### src/rtl/loader_pkg.sv
// Shared types and LEGv8 encoding constants for the instruction loader.
// The VERIFY state exists only when LOADER_VERIFY_EN is defined.
package loader_pkg;

    typedef enum logic [3:0] {
        OpAdds = 4'd0,
        OpSubs = 4'd1,
        OpBr   = 4'd2,
        OpLdur = 4'd3,
        OpStur = 4'd4,
        OpAddi = 4'd5,
        OpCbz  = 4'd6,
        OpBlt  = 4'd7,
        OpB    = 4'd8,
        OpBl   = 4'd9
    } enc_op_t;

    localparam logic [10:0] OpcAdds = 11'b10101011000;
    localparam logic [10:0] OpcSubs = 11'b11101011000;
    localparam logic [10:0] OpcBr   = 11'b11010110000;
    localparam logic [10:0] OpcLdur = 11'b11111000010;
    localparam logic [10:0] OpcStur = 11'b11111000000;
    localparam logic [9:0]  OpcAddi = 10'b1001000100;
    localparam logic [7:0]  OpcCbz  = 8'b10110100;
    localparam logic [7:0]  OpcBlt  = 8'b01010100;
    localparam logic [5:0]  OpcB    = 6'b000101;
    localparam logic [5:0]  OpcBl   = 6'b100101;
    localparam logic [4:0]  CondLt  = 5'b01011;

    typedef enum logic [1:0] {
        StIdle,
`ifdef LOADER_VERIFY_EN
        StVerify,
`endif
        StWrite
    } state_e;

endpackage

### src/rtl/instr_pack.sv
// Combinational LEGv8 field packing with immediate range checking.
module instr_pack
    import loader_pkg::*;
(
    input  logic [3:0]  op_i,
    input  logic [4:0]  rd_i,
    input  logic [4:0]  rn_i,
    input  logic [4:0]  rm_i,
    input  logic [25:0] imm_i,
    output logic [31:0] word_o,
    output logic        legal_o
);

    logic imm9_ok;
    logic imm19_ok;
    logic imm12_ok;

    // A signed value fits when every bit above the field's sign bit matches it.
    assign imm9_ok  = (&imm_i[25:8]) | ~(|imm_i[25:8]);
    assign imm19_ok = (&imm_i[25:18]) | ~(|imm_i[25:18]);
    assign imm12_ok = ~(|imm_i[25:12]);

    always_comb begin
        word_o  = '0;
        legal_o = 1'b1;
        case (op_i)
            OpAdds: word_o = {OpcAdds, rm_i, 6'b000000, rn_i, rd_i};
            OpSubs: word_o = {OpcSubs, rm_i, 6'b000000, rn_i, rd_i};
            OpBr:   word_o = {OpcBr, 5'b11111, 6'b000000, rn_i, 5'b00000};
            OpLdur: begin
                word_o  = {OpcLdur, imm_i[8:0], 2'b00, rn_i, rd_i};
                legal_o = imm9_ok;
            end
            OpStur: begin
                word_o  = {OpcStur, imm_i[8:0], 2'b00, rn_i, rd_i};
                legal_o = imm9_ok;
            end
            OpAddi: begin
                word_o  = {OpcAddi, imm_i[11:0], rn_i, rd_i};
                legal_o = imm12_ok;
            end
            OpCbz: begin
                word_o  = {OpcCbz, imm_i[18:0], rd_i};
                legal_o = imm19_ok;
            end
            OpBlt: begin
                word_o  = {OpcBlt, imm_i[18:0], CondLt};
                legal_o = imm19_ok;
            end
            OpB:    word_o = {OpcB, imm_i};
            OpBl:   word_o = {OpcBl, imm_i};
            default: legal_o = 1'b0;
        endcase
    end

endmodule

### src/rtl/instr_loader_encoder.sv
// Sequential program loader: encodes requests and fills instruction memory.
// Define LOADER_VERIFY_EN to read back and compare each written word.
module instr_loader_encoder
    import loader_pkg::*;
#(
    parameter int unsigned ADDR_WIDTH = 6,
    parameter int unsigned DEPTH      = 64
) (
    input  logic                  clk_i,
    input  logic                  reset_i,
    input  logic                  clear_i,
    input  logic                  in_valid_i,
    output logic                  in_ready_o,
    input  logic [3:0]            in_op_i,
    input  logic [4:0]            in_rd_i,
    input  logic [4:0]            in_rn_i,
    input  logic [4:0]            in_rm_i,
    input  logic [25:0]           in_imm_i,
    output logic                  imem_we_o,
    output logic [ADDR_WIDTH-1:0] imem_addr_o,
    output logic [31:0]           imem_wdata_o,
    input  logic [31:0]           imem_rdata_i,
    output logic [ADDR_WIDTH:0]   count_o,
    output logic                  full_o,
    output logic                  err_pulse_o,
    output logic                  err_sticky_o
);

    localparam logic [ADDR_WIDTH:0] DepthCnt = DEPTH[ADDR_WIDTH:0];

    state_e                state_q, state_d;
    logic [ADDR_WIDTH:0]   count_q, count_d;
    logic [ADDR_WIDTH-1:0] addr_q, addr_d;
    logic [31:0]           word_q, word_d;
    logic                  err_q, err_d;
    logic                  sticky_q, sticky_d;

    logic [31:0] pack_word;
    logic        pack_legal;
    logic        accept;

    instr_pack u_pack (
        .op_i    (in_op_i),
        .rd_i    (in_rd_i),
        .rn_i    (in_rn_i),
        .rm_i    (in_rm_i),
        .imm_i   (in_imm_i),
        .word_o  (pack_word),
        .legal_o (pack_legal)
    );

`ifndef LOADER_VERIFY_EN
    logic unused_rdata;
    assign unused_rdata = ^imem_rdata_i;
`endif

    assign full_o       = (count_q == DepthCnt);
    assign in_ready_o   = (state_q == StIdle) && !full_o;
    assign accept       = in_valid_i && in_ready_o;
    assign count_o      = count_q;
    assign err_pulse_o  = err_q;
    assign err_sticky_o = sticky_q;
    assign imem_addr_o  = addr_q;
    // clear/reset in the WRITE cycle must kill the strobe in that same cycle
    assign imem_we_o    = (state_q == StWrite) && !clear_i && !reset_i;
    assign imem_wdata_o = imem_we_o ? word_q : '0;

    always_comb begin
        state_d  = state_q;
        count_d  = count_q;
        addr_d   = addr_q;
        word_d   = word_q;
        err_d    = 1'b0;
        sticky_d = sticky_q;
        case (state_q)
            StIdle: begin
                if (accept) begin
                    if (pack_legal) begin
                        word_d  = pack_word;
                        addr_d  = count_q[ADDR_WIDTH-1:0];
                        state_d = StWrite;
                    end else begin
                        err_d    = 1'b1;
                        sticky_d = 1'b1;
                    end
                end
            end
            StWrite: begin
                count_d = count_q + 1'b1;
`ifdef LOADER_VERIFY_EN
                state_d = StVerify;
`else
                state_d = StIdle;
`endif
            end
`ifdef LOADER_VERIFY_EN
            StVerify: begin
                state_d = StIdle;
                if (imem_rdata_i != word_q) begin
                    err_d    = 1'b1;
                    sticky_d = 1'b1;
                end
            end
`endif
            default: state_d = StIdle;
        endcase
        if (clear_i) begin
            state_d  = StIdle;
            count_d  = '0;
            addr_d   = '0;
            word_d   = '0;
            err_d    = 1'b0;
            sticky_d = 1'b0;
        end
    end

    always_ff @(posedge clk_i) begin
        if (reset_i) begin
            state_q  <= StIdle;
            count_q  <= '0;
            addr_q   <= '0;
            word_q   <= '0;
            err_q    <= 1'b0;
            sticky_q <= 1'b0;
        end else begin
            state_q  <= state_d;
            count_q  <= count_d;
            addr_q   <= addr_d;
            word_q   <= word_d;
            err_q    <= err_d;
            sticky_q <= sticky_d;
        end
    end

endmodule
### config.mk
export PLATFORM = sky130hd
export DESIGN_NAME = instr_loader_encoder
export DESIGN_NICKNAME = d
export VERILOG_FILES = /design/src/rtl/loader_pkg.sv /design/src/rtl/instr_pack.sv /design/src/rtl/instr_loader_encoder.sv
export SDC_FILE = /design/constraint.sdc
export NUM_CORES = 1
export LEC_CHECK = 0
export BUFFER_PORTS_ARGS = -buffer_cell sky130_fd_sc_hd__buf_2
export CORE_UTILIZATION = 25
export DETAILED_ROUTE_END_ITERATION = 8
export GPL_TIMING_DRIVEN = 0
export MAX_ROUTING_LAYER = met4
export SLEW_MARGIN = 15
export SYNTH_ARGS = -nofsm -noshare
export SYNTH_HDL_FRONTEND = slang
export SYNTH_SLANG_ARGS = --single-unit
### constraint.sdc
create_clock -name clk_i -period 6.4 [get_ports clk_i]
set_input_delay 1.28 -clock clk_i [delete_from_list [all_inputs] [get_ports clk_i]]
set_output_delay 1.28 -clock clk_i [all_outputs]
set_load 0.005 [all_outputs]
Yosys cells after proc, flatten, opt, wreduce, memory -nomap -nowiden
Index checks and enable logic that the tools add are counted.

storage, ports and cells
  register bits = 48
  input bits = 81
  output and inout bits = 50
  word-level logic and storage cells = 52

operators by class
  add/sub/neg operators = 1
  eq/ne operators = 10
  mux-type cells = 4
  bitwise operators = 8
  reductions and logical operators = 23

operators by type and width
  kind                   count
  $pmux W32 S10          1
  $mux W32               1
  $reduce_and A18 Y1     1
  $reduce_or A18 Y1      1
  $eq A4 B3 Y1 const B   4
  $reduce_or A14 Y1      1
  $eq A4 B2 Y1 const B   2
  $eq A4 B4 Y1 const B   2
  $reduce_and A8 Y1      1
  $reduce_or A8 Y1       1
  $add A7 B1 Y7 const B  1
  $eq A7 B7 Y1 const B   1
  $not A1 Y1             6
  $reduce_and A3 Y1      2
  $reduce_or A2 Y1       3
  $reduce_or A5 Y1       1
  $eq A4 B1 Y1 const B   1
  $logic_and A1 B1 Y1    4
  $logic_not A4 Y1       1
  $pmux W1 S4            1
  $reduce_or A4 Y1       1
  $logic_not A1 Y1       3
  $reduce_or A3 Y1       1
  $logic_not A2 Y1       1
  3 further kinds        4

Depth between registers and ports, before layout
Gate-level depths: netlist (run 1).

  word-level depth = 6
  gate-level depth with buffers = 10
  mapped depth without buffers = 7

Cells and area by module
From an unflattened synthesis (run 1), not the netlist that was laid out.

second synthesis, totals
  cell total of the unflattened synthesis = 412
  area, all modules = 3184.3 sq um

by module, submodules not included
  module                times used  cells each  area each (sq um)  sequential area each (sq um)
  instr_loader_encoder  1           254         2198.4             960.9
  instr_pack            1           158         985.9              0.0

Worst setup path after synthesis (run 1)
No wires, ideal clock.

  path type = input -> output
  start point = input port clear_i
  end point = output port imem_wdata_o[28]
  arrival time = 2087 ps
  data required time = 5120 ps
  slack = 3033 ps
  cell stages on the path = 4
  path buffers = 2
  cell sequence = nor2_1 > clkbuf_1 > clkbuf_1 > and3_1

on the way
  longest elaborated chain between the ends = 4

ends and longest elaborated chain
  item                               line                        source
  start, declared                    instr_loader_encoder.sv:11  input logic clear_i,
  $logic_not A1 Y1                   instr_loader_encoder.sv:65  assign imem_we_o = (state_q == StWrite) && !clear_i && !reset_i;
  $logic_and A1 B1 Y1 (2 in series)  instr_loader_encoder.sv:65
  $mux W32                           instr_loader_encoder.sv:66  assign imem_wdata_o = imem_we_o ? word_q : '0;
  end, declared                      instr_loader_encoder.sv:21  output logic [31:0] imem_wdata_o,

Every way passes these cells.

Final worst setup path (run 1)
Ends and elaborated chain as after synthesis.

==> flow_summary.yaml, run 1 <==
status:
  status: "completed"
global_routing:
  antenna_found_initial: 0
  top_usage_layer: "met2"
  use_met1_pct: 22.9
  met2_usage_pct: 29.0
  grt_pass1_wl_um: 17100
  grt_use_total_pct: 18.0
  grt.overflow.total: 0
  grt_max_degree: 16
  grt_use_met3_pct: 3.40
  grt_pass1_vias: 3199
yosys:
  syn_avg_cell_area_sq_um: 8.17
  yosysWarnings: 0
  yosysSeqAreaShare_pct: 32.7
  synth-async-reset-ratio_pct: 0
  ys.flop_type: "dfxtp_1"
  syn_nets: 443
  ys_ff_latch: 48
  syn_area_sq_mm: 0.00294
  syn_inst: 360
  synth_edf_count: 0
  ys_types: 46
power:
  power_density_mw_per_mm2: 185
  power_uw: 694
  ir_drop_mv: 0.155
  p_leak_nw: 1.68
placed_design:
  place_area_sq_mm: 0.00361
  dpl.cell_count: 600
  gp_congestion: 0.883
  dp.final_hpwl_um: 8280
  port_buffers: 97
floorplanning:
  coreArea_sq_mm: 0.0114
  die-area_sq_mm: 0.0122
  die_x_um: 110
  ioPinCount: 131
  die_h_um: 110
  fp-row-count: 39
  start_util_pct: 25.8
clocking:
  cts.clk_slew.worst_paths_ns: 0.07
  ctsResizeCount: 0
  cts_tree: "built"
  numCtsBuffers: 5
  clock_path_buffers: 2
  post_cts_buffers: 0
  cts_root_buf: "clkbuf_16"
  hold_buffers: 0
  h-tree-depth: 2
  clock_sinks: 48
  clk_latency_ns: 0.29
route:
  drc_errors: 0
  avgViaCountPerCell: 5.30
  drtIter0Drc: 225
  routedWlPerCell_um: 17.3
  vias: 3220
  firstDrtPassIters: 5
  wirelength_um: 10500
  drtAntennaViolNets: 0
final_layout:
  final_util_pct: 32.9
  nets: 547
  final_cell_mix: "buf_2 (98), nor2_1 (52), dfxtp_1 (48)"
  drive_above_1_share_pct: 29.5
  synthToLayoutAreaGrowth_pct: 27.5
  layout_commonest_cell: "buf_2"
  fin_cells: 608
  num_antenna_cells: 0
  design_area_sq_mm: 0.00375
sta:
  fmax_ghz: 0.254
  final-max-slew-violation-count: 0
  finalHoldViolCount: 0
  skew_ns: 0.00533
  period_share_pct: 61.6
  tns_ns: 0
  setup_viol: 0
  relSlewSlack_pct: 52.0
  period_needed_ns: 3.94
  rsz0062_at_grt: "false"
  tightest_slew_ns: 0.720
job:
  max-cap-violations: 0
critical_path:
  required_ns: 5.12
  worst_r2r_path_depth: 9
  start_kind: "primary input"
  cp_data_arrival_time_ns: 2.66
  crit_path_end_kind: "output pin"
  r2r-start: "count_o[0]"
  crit_start: "clear_i"
  crit_path_max_fanout: 10
  crit_type: "primary input to output pin"
min_path:
  min-delay-start: "err_sticky_o"
  hold_class: "flop to flop"
  whs_path_depth: 1
[critical path, cell delays in order]
cell and delay (ns):
buf_2 0.10, nor2_1 0.16, clkbuf_1 0.32, clkbuf_1 0.45, and3_1 0.24, buf_2 0.11
[where the power goes]
group          leakage [nW]  internal [mW]  total, mW  switching (mW)
Clock                0.0671          0.146      0.263           0.117
Combinational          1.22         0.0449      0.124          0.0786
Sequential            0.388          0.305      0.308         0.00303
Total                  1.68          0.495      0.694           0.199
[logic make-up after synthesis]
| kind of cell | Yosys count | synth area share, % |
|---|---|---|
| XOR/XNOR | 4 | 1.19 |
| multiplexers | 15 | 5.32 |
| AND/OR/NAND/NOR | 153 | 26.4 |
| flip-flops | 48 | 32.7 |
| adder cells (fa/ha/maj) | 2 | 0.851 |
| AO/OA/AOI/OAI | 99 | 27.1 |
| buffers and inverters | 39 | 6.42 |
[synthesized netlist by cell type, types with 5 or more instances]
library cell,n,area [sq um]
nor2_1,52,195
dfxtp_1,48,961
and3_1,37,231
a21oi_1,22,110
clkbuf_1,22,82.6
nand2_1,18,67.6
a22oi_1,17,128
a211oi_2,11,138
a211oi_1,10,75.1
mux2i_1,10,100
o21ai_0,7,35.0
a31oi_1,6,37.5
nand2b_1,6,37.5
nand4_1,6,37.5
nor2b_1,6,37.5
nor3_1,6,30.0
mux2_2,5,56.3
nand3_1,5,25.0
o211a_1,5,50.1
o221ai_2,5,75.1
[metal layers]
metal  up-vias  wire length (um)
met5         -                 0
met3        18               877
li1       1532                 -
met4         0               246
met2       147              4940
met1      1523              4490
[registers in the layout (all words and copies together), names as in the netlist]
name and cells:
word_q 32, count_o 7, imem_addr_o 6, err_pulse_o 1, err_sticky_o 1, state_q 1
[cell type report]
type	instances	area [sq um]
Buffer	34	170
Clock buffer	6	129
Clock inverter	2	16.3
Fill cell	1249	7670
Inverter	5	18.8
Multi-Input combinational cell	273	1790
Sequential cell	48	961
Tap cell	143	179
Timing Repair Buffer	97	485
[final timing paths]
check,end,slack (ns)
setup reg to reg,word_q[8],4.16
setup / recovery,imem_wdata_o[28],2.46
hold / removal,err_sticky_o,0.47
hold reg to reg,err_sticky_o,0.47
[stage by stage]
stage | setup slack, ns | hold slack, ns
floorplan | 3.03 | 0.441
global placement | 2.52 | 0.431
detailed placement | 2.47 | 0.453
CTS | 2.47 | 0.471
global route | 2.29 | 0.502
finish | 2.46 | 0.466
(Power assumes the default switching activity.)
==> run 2: changes to the inputs <==
--- a/config.mk
+++ b/config.mk
@@ -5,6 +5,7 @@
 export SDC_FILE = /design/constraint.sdc
 export NUM_CORES = 1
 export LEC_CHECK = 0
+export ABC_AREA = 1
 export BUFFER_PORTS_ARGS = -buffer_cell sky130_fd_sc_hd__buf_2
 export CORE_UTILIZATION = 25
 export DETAILED_ROUTE_END_ITERATION = 8
==> constraint.sdc (replaced) <==
create_clock -name clk_i -period 3.18 [get_ports clk_i]
set_input_delay 0.636 -clock clk_i [delete_from_list [all_inputs] [get_ports clk_i]]
set_output_delay 0.636 -clock clk_i [all_outputs]
set_load 0.005 [all_outputs]
==> run 2 against run 1 <==
Setup slack lost 2.2 ns. Count of clock-buffer cells in the layout is the same. First-iteration DRC count shrank 14%. Routed wire length shrank 2.4%. Largest cell class unchanged. Global-route usage shrank 1.6 points. Utilization shrank 0.45 points. Register-to-register slack lost 3.2 ns.
==> flow_summary.yaml, run 2 <==
status:
  status: "completed"
global_routing:
  met2_usage_pct: 26.8
  grt_pass1_wl_um: 16900
  grt.overflow.total: 0
  grt_max_degree: 16
  use_met1_pct: 21.4
  top_usage_layer: "met2"
  grt_use_met3_pct: 2.51
  grt_pass1_vias: 3462
  grt_use_total_pct: 16.4
  antenna_found_initial: 0
clocking:
  hold_buffers: 0
  clock_path_buffers: 2
  h-tree-depth: 2
  cts_root_buf: "clkbuf_16"
  cts_tree: "built"
  ctsResizeCount: 0
  numCtsBuffers: 5
  post_cts_buffers: 0
  clk_latency_ns: 0.29
  cts.clk_slew.worst_paths_ns: 0.07
  clock_sinks: 48
route:
  avgViaCountPerCell: 4.39
  drtIter0Drc: 194
  vias: 3592
  drtAntennaViolNets: 0
  firstDrtPassIters: 6
  wirelength_um: 10300
  routedWlPerCell_um: 12.6
  drc_errors: 0
sta:
  tns_ns: 0
  tightest_slew_ns: 0.524
  final-max-slew-violation-count: 0
  period_share_pct: 91.2
  relSlewSlack_pct: 65.1
  finalHoldViolCount: 0
  period_needed_ns: 2.90
  setup_viol: 0
  fmax_ghz: 0.345
  holdWs_ns: 0.464
  skew_ns: 0.00644
  rsz0062_at_grt: "false"
yosys:
  synth-async-reset-ratio_pct: 0
  netlist.area_leader.share_pct: 29.6
  syn_inst: 542
  ys_ff_latch: 48
  syn_avg_cell_area_sq_um: 6.00
  yosysWarnings: 0
  ys.flop_type: "dfxtp_1"
  yosys-top-cells-count: "nor2_1 (126), nand2_1 (97), inv_1 (76)"
  syn_area_sq_mm: 0.00325
  ys_types: 35
  syn_nets: 625
  synth_top_cell_by_area: "dfxtp_1"
  synth_edf_count: 0
  yosysSeqAreaShare_pct: 29.6
  synth_area_leaders: "dfxtp_1 (30%), nor2_1 (15%), nand2_1 (11%)"
  yosysMostFrequentCell: "nor2_1"
final_layout:
  layout_commonest_cell: "nor2_1"
  regArea_sq_um: 961
  final_cell_mix: "nor2_1 (125), buf_2 (105), nand2_1 (97)"
  num_antenna_cells: 0
  nets: 729
  synthToLayoutAreaGrowth_pct: 26.3
  drive_above_1_share_pct: 23.3
  top_register: "word_q"
  n_fill_cell: 1483
  multi_input_area_sq_mm: 0.00180
  largest_reg_flops: 32
critical_path:
  crit_path_max_fanout: 10
  crit_path_end_kind: "output pin"
  required_ns: 2.54
  start_kind: "primary input"
  crit_type: "primary input to output pin"
  cp_data_arrival_time_ns: 2.26
placed_design:
  gp_congestion: 0.972
  port_buffers: 97
  dp.final_hpwl_um: 8300
floorplanning:
  die-area_sq_mm: 0.0135
  start_util_pct: 25.6
  die_h_um: 116
  coreArea_sq_mm: 0.0127
  fp-row-count: 41
  ioPinCount: 131
  die_x_um: 116
min_path:
  hold_class: "flop to flop"
power:
  power_density_mw_per_mm2: 358
  ir_drop_mv: 0.318
  p_leak_nw: 1.86
job:
  max-cap-violations: 0
==> run 2: report_power, final <==
group          internal [mW]  leakage, nW  switching (mW)
clock                  0.315       0.0772           0.233
sequential             0.616        0.389         0.00807
combinational          0.110         1.39           0.187
==> run 2: cell families after synthesis <==
kind of cell               Yosys count  synth area share, %
DFF                                 48                 29.6
and+or+nand+nor                    298                 39.5
AOI/OAI and AO/OA                   83                 15.1
buffers and inverters              111                 15.1
adders and majority gates            2                0.770
==> run 2: per-stage QoR <==
stage	power, mW	setup slack [ns]	util [%]	instances	instance area, sq um
after floorplan	0.834	0.881	-	542	3250
after global placement	0.932	0.0303	31.2	811	3950
after detailed placement	0.933	0.0356	31.2	811	3950
after CTS	1.47	0.0307	32.4	819	4100
after global routing	1.55	0.101	32.4	819	4110
final	1.47	0.281	32.4	819	4110
==> run 2: layout make-up <==
type / instances / share of cell area (%)
clock buffer: 6 / 3.38
timing repair buffer: 97 / 11.8
inverter: 84 / 7.80
tap: 172 / 5.24
clock inverter: 2 / 0.335
buffer: 27 / 4.11
sequential: 48 / 23.4
multi-input combinational: 383 / 43.9
==> run 2: final timing paths <==
check                endpoint  slack (ns)         start  depth (start not counted)
min reg2reg      err_sticky_o        0.46  err_sticky_o                          2
max reg2reg        word_q[17]        0.96    count_o[0]                         11
max          imem_wdata_o[22]        0.28       clear_i                          8
min              err_sticky_o        0.46  err_sticky_o                          2
==> run 2: layer usage <==
layer,part of all wire [%],up-vias,wire [um]
li1,-,1909,-
met1,47,1563,4880
met2,45,109,4640
met3,6.2,11,643
met4,1.3,0,129
met5,0,-,0
==> run 2: critical path: stages <==
cell	delay, ns
buf_2	0.10
nor2_2	0.33
inv_1	0.16
nor2_1	0.22
inv_1	0.19
clkbuf_1	0.27
nor2_1	0.21
buf_2	0.14
==> run 3: changes to the inputs <==
==> constraint.sdc (replaced) <==
create_clock -name clk_i -period 3.18 [get_ports clk_i]
set_input_delay 0.159 -clock clk_i [delete_from_list [all_inputs] [get_ports clk_i]]
set_output_delay 0.159 -clock clk_i [all_outputs]
set_load 0.005 [all_outputs]
==> run 3 against run 2 <==
Total power barely moved. Final cell count unchanged. Clock skew is the same. Die area unchanged. Non-clock buffer count is the same. Routed wire length barely moved. Via count is the same. Sequential share of layout area about the same. Hold slack got worse by 0.22 ns. Sequential power about the same.
==> flow_summary.yaml, run 3 (synthesized netlist as in run 2, its figures left out) <==
status:
  status: "completed"
min_path:
  hold_class: "primary input to flop"
  whs_path_depth: 5
sta:
  tns_ns: 0
  setup_viol: 0
  holdWs_ns: 0.239
  period_needed_ns: 2.22
  finalHoldViolCount: 0
  skew_ns: 0.00644
  fmax_ghz: 0.451
  final-max-slew-violation-count: 0
  period_share_pct: 69.8
  relSlewSlack_pct: 57.3
  rsz0062_at_grt: "false"
  tightest_slew_ns: 0.638
critical_path:
  slowest_delay_ns: 0.44
  required_ns: 3.40
  cp.depth: 11
  crit_path_end_kind: "flop"
  crit_path_max_fanout: 10
  crit_type: "flop to flop"
  cpMaxStageDelayCell: "clkbuf_1"
  cp_data_arrival_time_ns: 2.44
  crit_chain: "inv_1 > ha_1 > nand3_1 > nor2_1 > inv_1 > nand2_1 > nor2_1 > buf_2 > clkbuf_1 > a21oi_1 > nor2_1"
  start_kind: "flop"
  path_buf_inv: 4
  worst_r2r_path_depth: 11
  critPathTopFamily: "buffers and inverters"
  crit_top_cell: "nor2_1"
route:
  drtIter0Drc: 194
  routedWlPerCell_um: 12.6
  vias: 3592
  drc_errors: 0
  top_layer: "met4"
  wirelength_um: 10300
  wl_met2_um: 4640
  met3WireLength_um: 643
  firstDrtPassIters: 6
  avgViaCountPerCell: 4.39
  wl_met1_um: 4880
  drtAntennaViolNets: 0
global_routing:
  grt_use_total_pct: 16.4
  grt_pass1_vias: 3462
  grt.overflow.total: 0
  grt_pass1_wl_um: 16900
  grt_max_degree: 16
  antenna_found_initial: 0
clocking:
  cts_root_buf: "clkbuf_16"
  numCtsBuffers: 5
  clock_path_buffers: 2
  h-tree-depth: 2
  cts.clk_slew.worst_paths_ns: 0.07
  post_cts_buffers: 0
  hold_buffers: 0
  clk_latency_ns: 0.29
  clock_sinks: 48
  cts_tree: "built"
  ctsResizeCount: 0
floorplanning:
  die-area_sq_mm: 0.0135
  die_h_um: 116
  ioPinCount: 131
  fp-row-count: 41
  start_util_pct: 25.6
  coreArea_sq_mm: 0.0127
  die_x_um: 116
placed_design:
  gp_congestion: 0.972
  dp.final_hpwl_um: 8300
  port_buffers: 97
  place_area_sq_mm: 0.00395
final_layout:
  top_register: "word_q"
  nets: 729
  layout_commonest_cell: "nor2_1"
  final_cell_mix: "nor2_1 (126), buf_2 (105), nand2_1 (97)"
  num_antenna_cells: 0
  design_area_sq_mm: 0.00410
  largest_reg_flops: 32
  synthToLayoutAreaGrowth_pct: 26.3
  n_fill_cell: 1483
  drive_above_1_share_pct: 23.2
power:
  switchingPower_uw: 428
  p_clk_share_pct: 37.3
  power_density_mw_per_mm2: 358
  p_sw_share_pct: 29.2
  pwr-share-seq_pct: 42.5
  p_leak_nw: 1.86
  ir_drop_mv: 0.318
  internal_power_mw: 1.04
  pwr-share-comb_pct: 20.2
job:
  max-cap-violations: 0
[run 3: cell counts in the layout (fill, tap and decap cells not counted)]
No cell type changed its count.
[run 3: worst register-to-register path: cells and delay by family (launching register included)]
family                   cells  cell delay (ns)
flip-flops                   1             0.39
adder cells (fa/ha/maj)      1             0.20
buffers and inverters        4             0.87
AO/OA/AOI/OAI                1             0.14
AND/OR/NAND/NOR              5             0.56
[run 3: final timing paths]
path                              startpoint      endpoint  slack [ns]
worst min-delay path             in_imm_i[0]    word_q[10]        0.24
worst max-delay path              count_o[0]    word_q[17]        0.96
worst min register to register  err_sticky_o  err_sticky_o        0.46
worst max register to register    count_o[0]    word_q[17]        0.96
[run 3: cell type report]
cell class	instances	area (sq um)	area share [%]
Inverter	84	320	7.81
Clock inverter	2	13.8	0.335
Sequential cell	48	961	23.4
Multi-Input combinational cell	383	1800	43.9
Buffer	27	169	4.12
Clock buffer	6	139	3.39
Timing Repair Buffer	97	485	11.8
Tap cell	172	215	5.25
[run 3: power by group through the flow]
stage	Combinational (mW)	Sequential, mW	Clock (mW)
after global placement	0.295	0.638	0
final	0.297	0.624	0.548
after detailed placement	0.295	0.638	0
after floorplan	0.197	0.636	0
after global routing	0.336	0.625	0.587
after CTS	0.296	0.624	0.554
[run 3: metal layers]
metal / up-vias / GRT usage [%]
met1: 1563 / 21.4
li1: 1909 / -
met2: 109 / 26.8
met3: 11 / 2.51
met4: 0 / 3.33
met5: - / -
[run 3: stage by stage]
stage	worst slack, ns	power, mW	cells	util, %
floorplan	1.45	0.834	542	-
global placement	0.984	0.932	811	31.2
detailed placement	0.982	0.933	811	31.2
CTS	0.962	1.47	819	32.4
global route	0.718	1.55	819	32.4
finish	0.961	1.47	819	32.4
